--- config.mk ---
export PLATFORM = sky130hd
export DESIGN_NAME = m68k_bus_target
export DESIGN_NICKNAME = d
export VERILOG_FILES = /design/src/rtl/m68k_bus_target.sv
export SDC_FILE = /design/constraint.sdc
export NUM_CORES = 1
export LEC_CHECK = 0
export BUFFER_PORTS_ARGS = -buffer_cell sky130_fd_sc_hd__buf_4
export CORE_ASPECT_RATIO = 1.25
export CORE_MARGIN = 8
export CORE_UTILIZATION = 30
export DETAILED_ROUTE_END_ITERATION = 16
export HOLD_SLACK_MARGIN = 0.06
export SETUP_SLACK_MARGIN = 0.4
export SLEW_MARGIN = 20
export SYNTH_ARGS = -nofsm -noshare
export SYNTH_HDL_FRONTEND = slang
export SYNTH_SLANG_ARGS = --single-unit
--- constraint.sdc ---
create_clock -name SYSCLK -period 6.8 [get_ports SYSCLK]
set_input_delay 1.02 -clock SYSCLK [delete_from_list [all_inputs] [get_ports SYSCLK]]
set_output_delay 1.02 -clock SYSCLK [all_outputs]
set_load 0.1 [all_outputs]
--- src/rtl/m68k_bus_target.sv ---
// 68000 asynchronous-bus target: 8 x 16-bit register window with programmable
// wait states, synchronised strobes and an open-drain DTACK.
module m68k_bus_target #(
  parameter logic [23:0] BASE_ADDR   = 24'hE90000,
  parameter int unsigned WAIT_STATES = 4
) (
  input  logic         SYSCLK,
  input  logic         nRESET,
  input  logic         nAS,
  input  logic         nUDS,
  input  logic         nLDS,
  input  logic         RnW,
  input  logic [23:1]  A_IN,
  input  logic [15:0]  D_IN,
  output logic [15:0]  D_OUT,
  output logic         D_OE,
  output logic         nDTACK_OUT,
  output logic         nDTACK_OE,
  output logic [127:0] REG_Q,
  output logic [15:0]  HIT_CNT
);

  localparam int unsigned NUM_REGS = 8;
  localparam int unsigned DATA_W   = 16;
  localparam int unsigned CNT_W    = 4;
  localparam logic [CNT_W-1:0] WAIT_LOAD = CNT_W'(WAIT_STATES);

  typedef enum logic [2:0] {
    IDLE,
    DECODE,
    WAIT_DS,
    WAIT_CNT,
    ACK,
    IGNORE
  } state_e;

  state_e            state_q, state_d;
  logic [1:0]        as_sync_q, as_sync_d;
  logic [1:0]        uds_sync_q, uds_sync_d;
  logic [1:0]        lds_sync_q, lds_sync_d;
  logic [1:0]        rw_sync_q, rw_sync_d;
  logic [CNT_W-1:0]  cnt_q, cnt_d;
  logic [23:1]       addr_q, addr_d;
  logic              rw_q, rw_d;
  logic [DATA_W-1:0] regs_q [NUM_REGS];
  logic [DATA_W-1:0] regs_d [NUM_REGS];
  logic [15:0]       hit_cnt_q, hit_cnt_d;
  logic              d_oe_q, d_oe_d;
  logic [DATA_W-1:0] d_out_q, d_out_d;
  logic              dtack_oe_q, dtack_oe_d;
  logic [1:0]        settle_q, settle_d;
  logic              armed_q, armed_d;

  logic              as_s, uds_s, lds_s, rw_s;
  logic              hit_c;
  logic [2:0]        idx_c;

  assign as_s  = as_sync_q[1];
  assign uds_s = uds_sync_q[1];
  assign lds_s = lds_sync_q[1];
  assign rw_s  = rw_sync_q[1];
  assign hit_c = (addr_q[23:4] == BASE_ADDR[23:4]);
  assign idx_c = addr_q[3:1];

  // State and data flops; synchronisers idle high so reset looks like "no strobe".
  always_ff @(posedge SYSCLK or negedge nRESET) begin
    if (!nRESET) begin
      state_q    <= IDLE;
      as_sync_q  <= 2'b11;
      uds_sync_q <= 2'b11;
      lds_sync_q <= 2'b11;
      rw_sync_q  <= 2'b11;
      cnt_q      <= '0;
      addr_q     <= '0;
      rw_q       <= 1'b1;
      regs_q     <= '{default: '0};
      hit_cnt_q  <= '0;
      d_oe_q     <= 1'b0;
      d_out_q    <= '0;
      dtack_oe_q <= 1'b0;
      settle_q   <= '0;
      armed_q    <= 1'b0;
    end else begin
      state_q    <= state_d;
      as_sync_q  <= as_sync_d;
      uds_sync_q <= uds_sync_d;
      lds_sync_q <= lds_sync_d;
      rw_sync_q  <= rw_sync_d;
      cnt_q      <= cnt_d;
      addr_q     <= addr_d;
      rw_q       <= rw_d;
      regs_q     <= regs_d;
      hit_cnt_q  <= hit_cnt_d;
      d_oe_q     <= d_oe_d;
      d_out_q    <= d_out_d;
      dtack_oe_q <= dtack_oe_d;
      settle_q   <= settle_d;
      armed_q    <= armed_d;
    end
  end

  always_comb begin
    as_sync_d  = {as_sync_q[0], nAS};
    uds_sync_d = {uds_sync_q[0], nUDS};
    lds_sync_d = {lds_sync_q[0], nLDS};
    rw_sync_d  = {rw_sync_q[0], RnW};
    state_d    = state_q;
    cnt_d      = cnt_q;
    addr_d     = addr_q;
    rw_d       = rw_q;
    regs_d     = regs_q;
    hit_cnt_d  = hit_cnt_q;
    d_oe_d     = d_oe_q;
    d_out_d    = d_out_q;
    dtack_oe_d = dtack_oe_q;
    settle_d   = (settle_q == 2'd2) ? settle_q : settle_q + 2'd1;
    // A cycle already in flight at reset release is only honoured after nAS goes high.
    armed_d    = armed_q | ((settle_q == 2'd2) & as_s);

    unique case (state_q)
      IDLE: begin
        d_oe_d     = 1'b0;
        d_out_d    = '0;
        dtack_oe_d = 1'b0;
        if (!as_s) begin
          addr_d  = A_IN;
          rw_d    = rw_s;
          state_d = armed_q ? DECODE : IGNORE;
        end
      end
      DECODE: begin
        if (as_s) begin
          state_d = IDLE;
        end else if (!hit_c) begin
          state_d = IGNORE;
        end else if (rw_q) begin
          state_d = WAIT_CNT;
          d_oe_d  = 1'b1;
          d_out_d = regs_q[idx_c];
          cnt_d   = WAIT_LOAD;
        end else begin
          state_d = WAIT_DS;
        end
      end
      WAIT_DS: begin
        if (as_s) begin
          state_d = IDLE;
        end else if (!uds_s || !lds_s) begin
          state_d = WAIT_CNT;
          cnt_d   = WAIT_LOAD;
        end
      end
      WAIT_CNT: begin
        if (as_s) begin
          state_d = IDLE;
          d_oe_d  = 1'b0;
          d_out_d = '0;
        end else if (cnt_q == '0) begin
          state_d    = ACK;
          dtack_oe_d = 1'b1;
          hit_cnt_d  = hit_cnt_q + 16'd1;
          if (!rw_q) begin
            if (!uds_s) regs_d[idx_c][15:8] = D_IN[15:8];
            if (!lds_s) regs_d[idx_c][7:0]  = D_IN[7:0];
          end
        end else begin
          cnt_d = cnt_q - 1'b1;
        end
      end
      ACK: begin
        if (as_s) begin
          state_d    = IDLE;
          d_oe_d     = 1'b0;
          d_out_d    = '0;
          dtack_oe_d = 1'b0;
        end
      end
      IGNORE: begin
        d_oe_d     = 1'b0;
        d_out_d    = '0;
        dtack_oe_d = 1'b0;
        if (as_s) state_d = IDLE;
      end
      default: state_d = IDLE;
    endcase
  end

  for (genvar g = 0; g < NUM_REGS; g++) begin : g_flat
    assign REG_Q[DATA_W*g +: DATA_W] = regs_q[g];
  end

  assign D_OUT      = d_out_q;
  assign D_OE       = d_oe_q;
  assign nDTACK_OUT = 1'b0;
  assign nDTACK_OE  = dtack_oe_q;
  assign HIT_CNT    = hit_cnt_q;

endmodule

### Word-level counts from Yosys, hierarchy flattened

Cells that the tools add are included.

* word-level logic and storage cells: 119
* bits in registers: 204
* input bits: 45
* output and inout port bits: 163

* add/subtract/negate cells: 3
* bitwise gates (word level): 5
* equal/unequal tests: 21
* reduce and logical (&&, ||, !) cells: 19
* muxes and demuxes: 47
* $lt $le $gt $ge: 2

Operators by type and width (count)
* 128-bit 2-to-1 mux: 6
* 128-bit bitwise mux: 2
* 16-bit 2-to-1 mux: 7
* 16-bit demux with 3-bit select: 2
* 16-bit binary-select mux with 3-bit select: 1
* 16-bit one-hot mux with 3 select lines: 1
* 4-bit 2-to-1 mux: 7
* 3-bit 2-to-1 mux: 9
* 20-bit equality test, second input constant: 1
* 2-bit inequality test, second input constant: 10
* 16-bit by 1-bit adder with 16-bit output, second input constant: 1
* 3-bit one-hot mux with 5 select lines: 1
* 4-bit one-hot mux with 3 select lines: 1
* 4-bit AND reduction: 3
* 3-bit nonzero test: 3
* 8-bit 2-to-1 mux: 1
* 8-bit AND reduction: 1
* 1-bit 2-to-1 mux: 7
* 3-bit by 2-bit equality test with 1-bit output, second input constant: 2
* 3-bit equality test, second input constant: 2
* 3-bit inequality test, second input constant: 2
* 1-bit one-hot mux with 3 select lines: 2
* 2-bit OR reduction: 3
* 5-bit AND reduction: 1
* 18 further kinds: 21

### Longest topological paths before layout

* depth in word-level cells: 13
* depth in mapped cells: 8
* depth with buffers taken out: 7

### Worst setup path before layout

OpenSTA, ideal clock, no wires.

* path kind: register to register
* start point: register cnt_q[0]
* end point: register regs_q, in the netlist REG_Q[64]
* library setup time: 0.126 ns
* cell stages (with the launch flop): 9
* period minus slack after synthesis: 2.238 ns
* data required time: 6.674 ns
* arrival time: 2.113 ns
* buffers on the path: 1
* slack: 4.562 ns
* cell sequence: dfrtp_1 inv_1 ha_1 or3b_1 buf_6 nor3_4 nand3_4 nor3_4 mux2_2

* cells in the longest elaborated chain, start to end: 2

Ends and longest elaborated chain
* from (decl): RTL line 42 `logic [CNT_W-1:0] cnt_q, cnt_d;`
* from (signal assigned): RTL line 89 `cnt_q <= cnt_d;`
* 4-bit logical NOT: RTL line 158 `end else if (cnt_q == '0) begin`
* 4-bit AND reduction (no line)
* to (signal assigned): RTL line 92 `regs_q <= regs_d;`
* to (decl): RTL line 45 `logic [DATA_W-1:0] regs_q [NUM_REGS];`

Every way passes these cells.
A chain may end at the register's enable or synchronous reset.

### Final worst setup path

* start point: register addr_q[8] (netlist name)
* end point: register d_oe_q, in the netlist D_OE

* cells in the longest elaborated chain, start to end: 3

Ends and longest elaborated chain
* from (decl): RTL line 43 `logic [23:1] addr_q, addr_d;`
* from (signal assigned): RTL line 90 `addr_q <= addr_d;`
* 20-bit equality test: RTL line 62 `assign hit_c = (addr_q[23:4] == BASE_ADDR[23:4]);`
* 2-bit inequality test (no line)
* 5-bit AND reduction (no line)
* to (signal assigned): RTL line 94 `d_oe_q <= d_oe_d;`
* to (decl): RTL line 48 `logic d_oe_q, d_oe_d;`

Every way passes these cells.

==> metrics <==
WP data required=7.18 ns; worst clock skew=0.0183 ns; Yosys warning count=0; top-area cell type share of the netlist area=around 54%; CP Class=register to register; Post-synth top flop=dfrtp_1; Worst Hold Class=register to register; Post-synth EDFFs=0; core region area=approximately 30,000 um^2; initial antenna violation count=0; Setup Viol. Count Final=0; Chip Height=between 200 and 250 um; fin. max-slew vios=0; Fin Setup TNS=0 ns; status=completed; Sink Count=about 200; DRC=0; worst-path fanout max=17; PwrDens=around 320 nW/um^2; post-DP HPWL=a little under 20 mm; vias in the first global route=6,730; # rows=slightly above 70; DR iter-0 viols=approximately 430; synth unique cells=between 60 and 70; # hold bufs at CTS=0; NetSw=between 1 and 1.5 mW; wire length per cell=between 20 and 25 um; antenna diode instance count=0; Cell Area, Synth=~9000 um^2; RSZ-0062 raised after global routing=no; Sw Share=approximately 32%; Seq/Total Area, Yosys=~56%; Leak=5.58 nW; count leader, synth=dfrtp_1; initial core utilization=between 30 and 40%; post-synthesis async set-or-reset flop share=100%; H-Tree Depth=1; via count=approximately 6,300; Comb power frac=between 20% and 30%; Int Pwr=2.63 mW; crit share post-route=slightly below 40%; clock buffer depth=3; Final ANT Viol Nets=0; peak supply drop=0.192 mV; FMAX=around 380 MHz; clock share of power=between 30% and 40%; Syn Nets=about 710; crit path launch type=register; root buffer selected by CTS=clkbuf_16; area leader, netlist=dfrtp_1; Max Cap Violations=0; Slew @ Worst Pin=1.01 ns; sequential share of power=36.7%; die area=around 36,000 um^2; CTS tree=built; PostCTS Resize Cnt=0; mean post-synth cell area=approximately 14 um^2; number of fill cells=around 2,900; port buffer count=between 200 and 250; latest clock arrival within the worst-skew pair=0.51 ns; Cells after Synth=658; slew margin rel.=approximately a third; TritonRoute pass-1 iters=4; first-pass GRT wire length=approximately 43 mm; vias per cell=about 4.9; pin count of the biggest net entering global routing=around 80; post-CTS setup buffers=0; GPL Wtd Cong=between 0.8 and 0.9; die span in x=roughly 170 um; Synth area leaders=dfrtp_1 (54%), mux2_2 (21%), dfstp_2 (2.6%); Nets=~910; top cells by count, synth=dfrtp_1 (195), mux2_2 (167), nor2_1 (23); CTS buffer count=23; # IOs=approximately 210; count of final hold-check violations=0; Crit. End Element=register; clk slew on worst S/H paths=around 0.060 ns; CP arrival=approximately 3.0 ns; GRT overflow=0; total wire length=~28 mm; synthesis-stage register bit count=between 200 and 250; share of cells above drive strength 1=between 50% and 60%; Tmin final=around 2.7 ns; global-route usage over all layers=around 15%; Area Growth Syn to Fin=31.9%; smallest hold slack=about 0.35 ns
[cell type report]
cell class                 count  area (um^2)  area share (%)
tap                          401          502            4.17
clock inverter                12          249            2.07
multi-input combinational    416         3840            32.0
inverter                       7         26.3           0.219
clock buffer                  30          672            5.59
sequential                   204         5120            42.6
timing repair buffer         213         1610            13.4
[kinds of logic (layout without fill, tap and decap cells)]
kind of cell               after synthesis  after routing  synth area share [%]
other                                    1              1                0.0412
xor gates and xnor gates                16             16                  1.54
muxes                                  190            190                  24.6
DFF                                    204            204                  56.2
and+or+nand+nor                        116            116                  8.08
buffers and inverters                   38            262                  1.79
adders and majority gates                3              3                 0.412
AOI/OAI and AO/OA                       90             90                  7.40
[layout by cell type (no fill, tap or decap), types with 5 or more instances in the layout]
cell	synthesis	final
nand4_1	7	7
mux2_2	167	167
inv_1	7	7
o2bb2ai_1	16	16
xor2_1	6	6
nand2b_1	5	5
a21oi_1	11	11
mux4_2	10	10
dfrtp_1	195	192
a22o_1	6	6
nand2_2	6	6
bufinv_16	0	7
o21ai_0	9	9
nor2b_1	11	11
clkbuf_8	0	8
a221oi_1	9	9
xnor2_1	10	10
nor2_4	6	6
nor2_1	23	23
mux2i_1	11	11
dfstp_2	9	9
buf_4	1	212
nand2_1	17	17
a22oi_1	16	16
nor3_1	7	7
clkbuf_16	0	23
[per-stage QoR]
step | power (mW) | setup WS, ns | utilization, % | cells | instance area (um^2)
detailed placement | 2.43 | 4.10 | 36.9 | 1241 | 11100
CTS | 3.93 | 4.08 | 40.0 | 1283 | 12000
global route | 4.07 | 3.95 | 40.0 | 1283 | 12000
finish | 3.88 | 4.14 | 40.0 | 1283 | 12000
floorplan | 2.12 | 4.56 | - | 658 | 9110
global placement | 2.42 | 4.14 | 36.9 | 1241 | 11100
[flip-flops by register name, indices dropped and copies added (netlist names)]
| signal | count |
|---|---|
| REG_Q | 128 |
| addr_q | 23 |
| D_OUT | 16 |
| HIT_CNT | 16 |
| cnt_q | 4 |
| state_q | 3 |
| as_sync_q | 2 |
| lds_sync_q | 2 |
| rw_sync_q | 2 |
| settle_q | 2 |
| uds_sync_q | 2 |
| D_OE | 1 |
| armed_q | 1 |
| nDTACK_OE | 1 |
| rw_q | 1 |
[final timing paths]
path	start	end	slack, ns	cells past startpoint
min in group asynchronous	nRESET	HIT_CNT[9]$_DFFE_PN0P_	0.56	1
setup reg to reg	addr_q[8]$_DFFE_PN0P_	D_OE$_DFFE_PN0P_	4.14	5
hold / removal	rw_sync_q[0]$_DFF_PN1_	rw_sync_q[1]$_DFF_PN1_	0.35	0
setup / recovery	addr_q[8]$_DFFE_PN0P_	D_OE$_DFFE_PN0P_	4.14	5
max in group asynchronous	nRESET	REG_Q[27]$_DFFE_PN0P_	4.92	2
hold reg to reg	rw_sync_q[0]$_DFF_PN1_	rw_sync_q[1]$_DFF_PN1_	0.35	0
[power by group through the flow]
stage | logic [mW] | clock network, mW | registers (mW)
after floorplan | 0.624 | 0 | 1.49
after global placement | 0.974 | 0 | 1.45
after detailed placement | 0.978 | 0 | 1.45
after CTS | 0.981 | 1.53 | 1.43
after global routing | 1.05 | 1.58 | 1.44
final | 0.966 | 1.49 | 1.43
[worst max-delay path, cell delays in order, from the launching register on]
cell and delay, ns:
dfrtp_1 0.38, nor4b_1 0.36, nand3_1 0.20, o21ai_0 0.42
nand2_1 0.73, a21bo_2 0.44
[per-layer routing]
| metal | GRT usage [%] | share of wire (%) | wire length (um) | vias to the layer above |
|---|---|---|---|---|
| li1 | - | - | - | 2861 |
| met2 | 26.2 | 51 | 14300 | 171 |
| met5 | 0 | 0 | 0 | - |
| met4 | 3.63 | 1.6 | 444 | 0 |
| met1 | 18.5 | 40 | 11200 | 3267 |
| met3 | 4.54 | 7.9 | 2210 | 30 |
(Power assumes the default switching activity.)
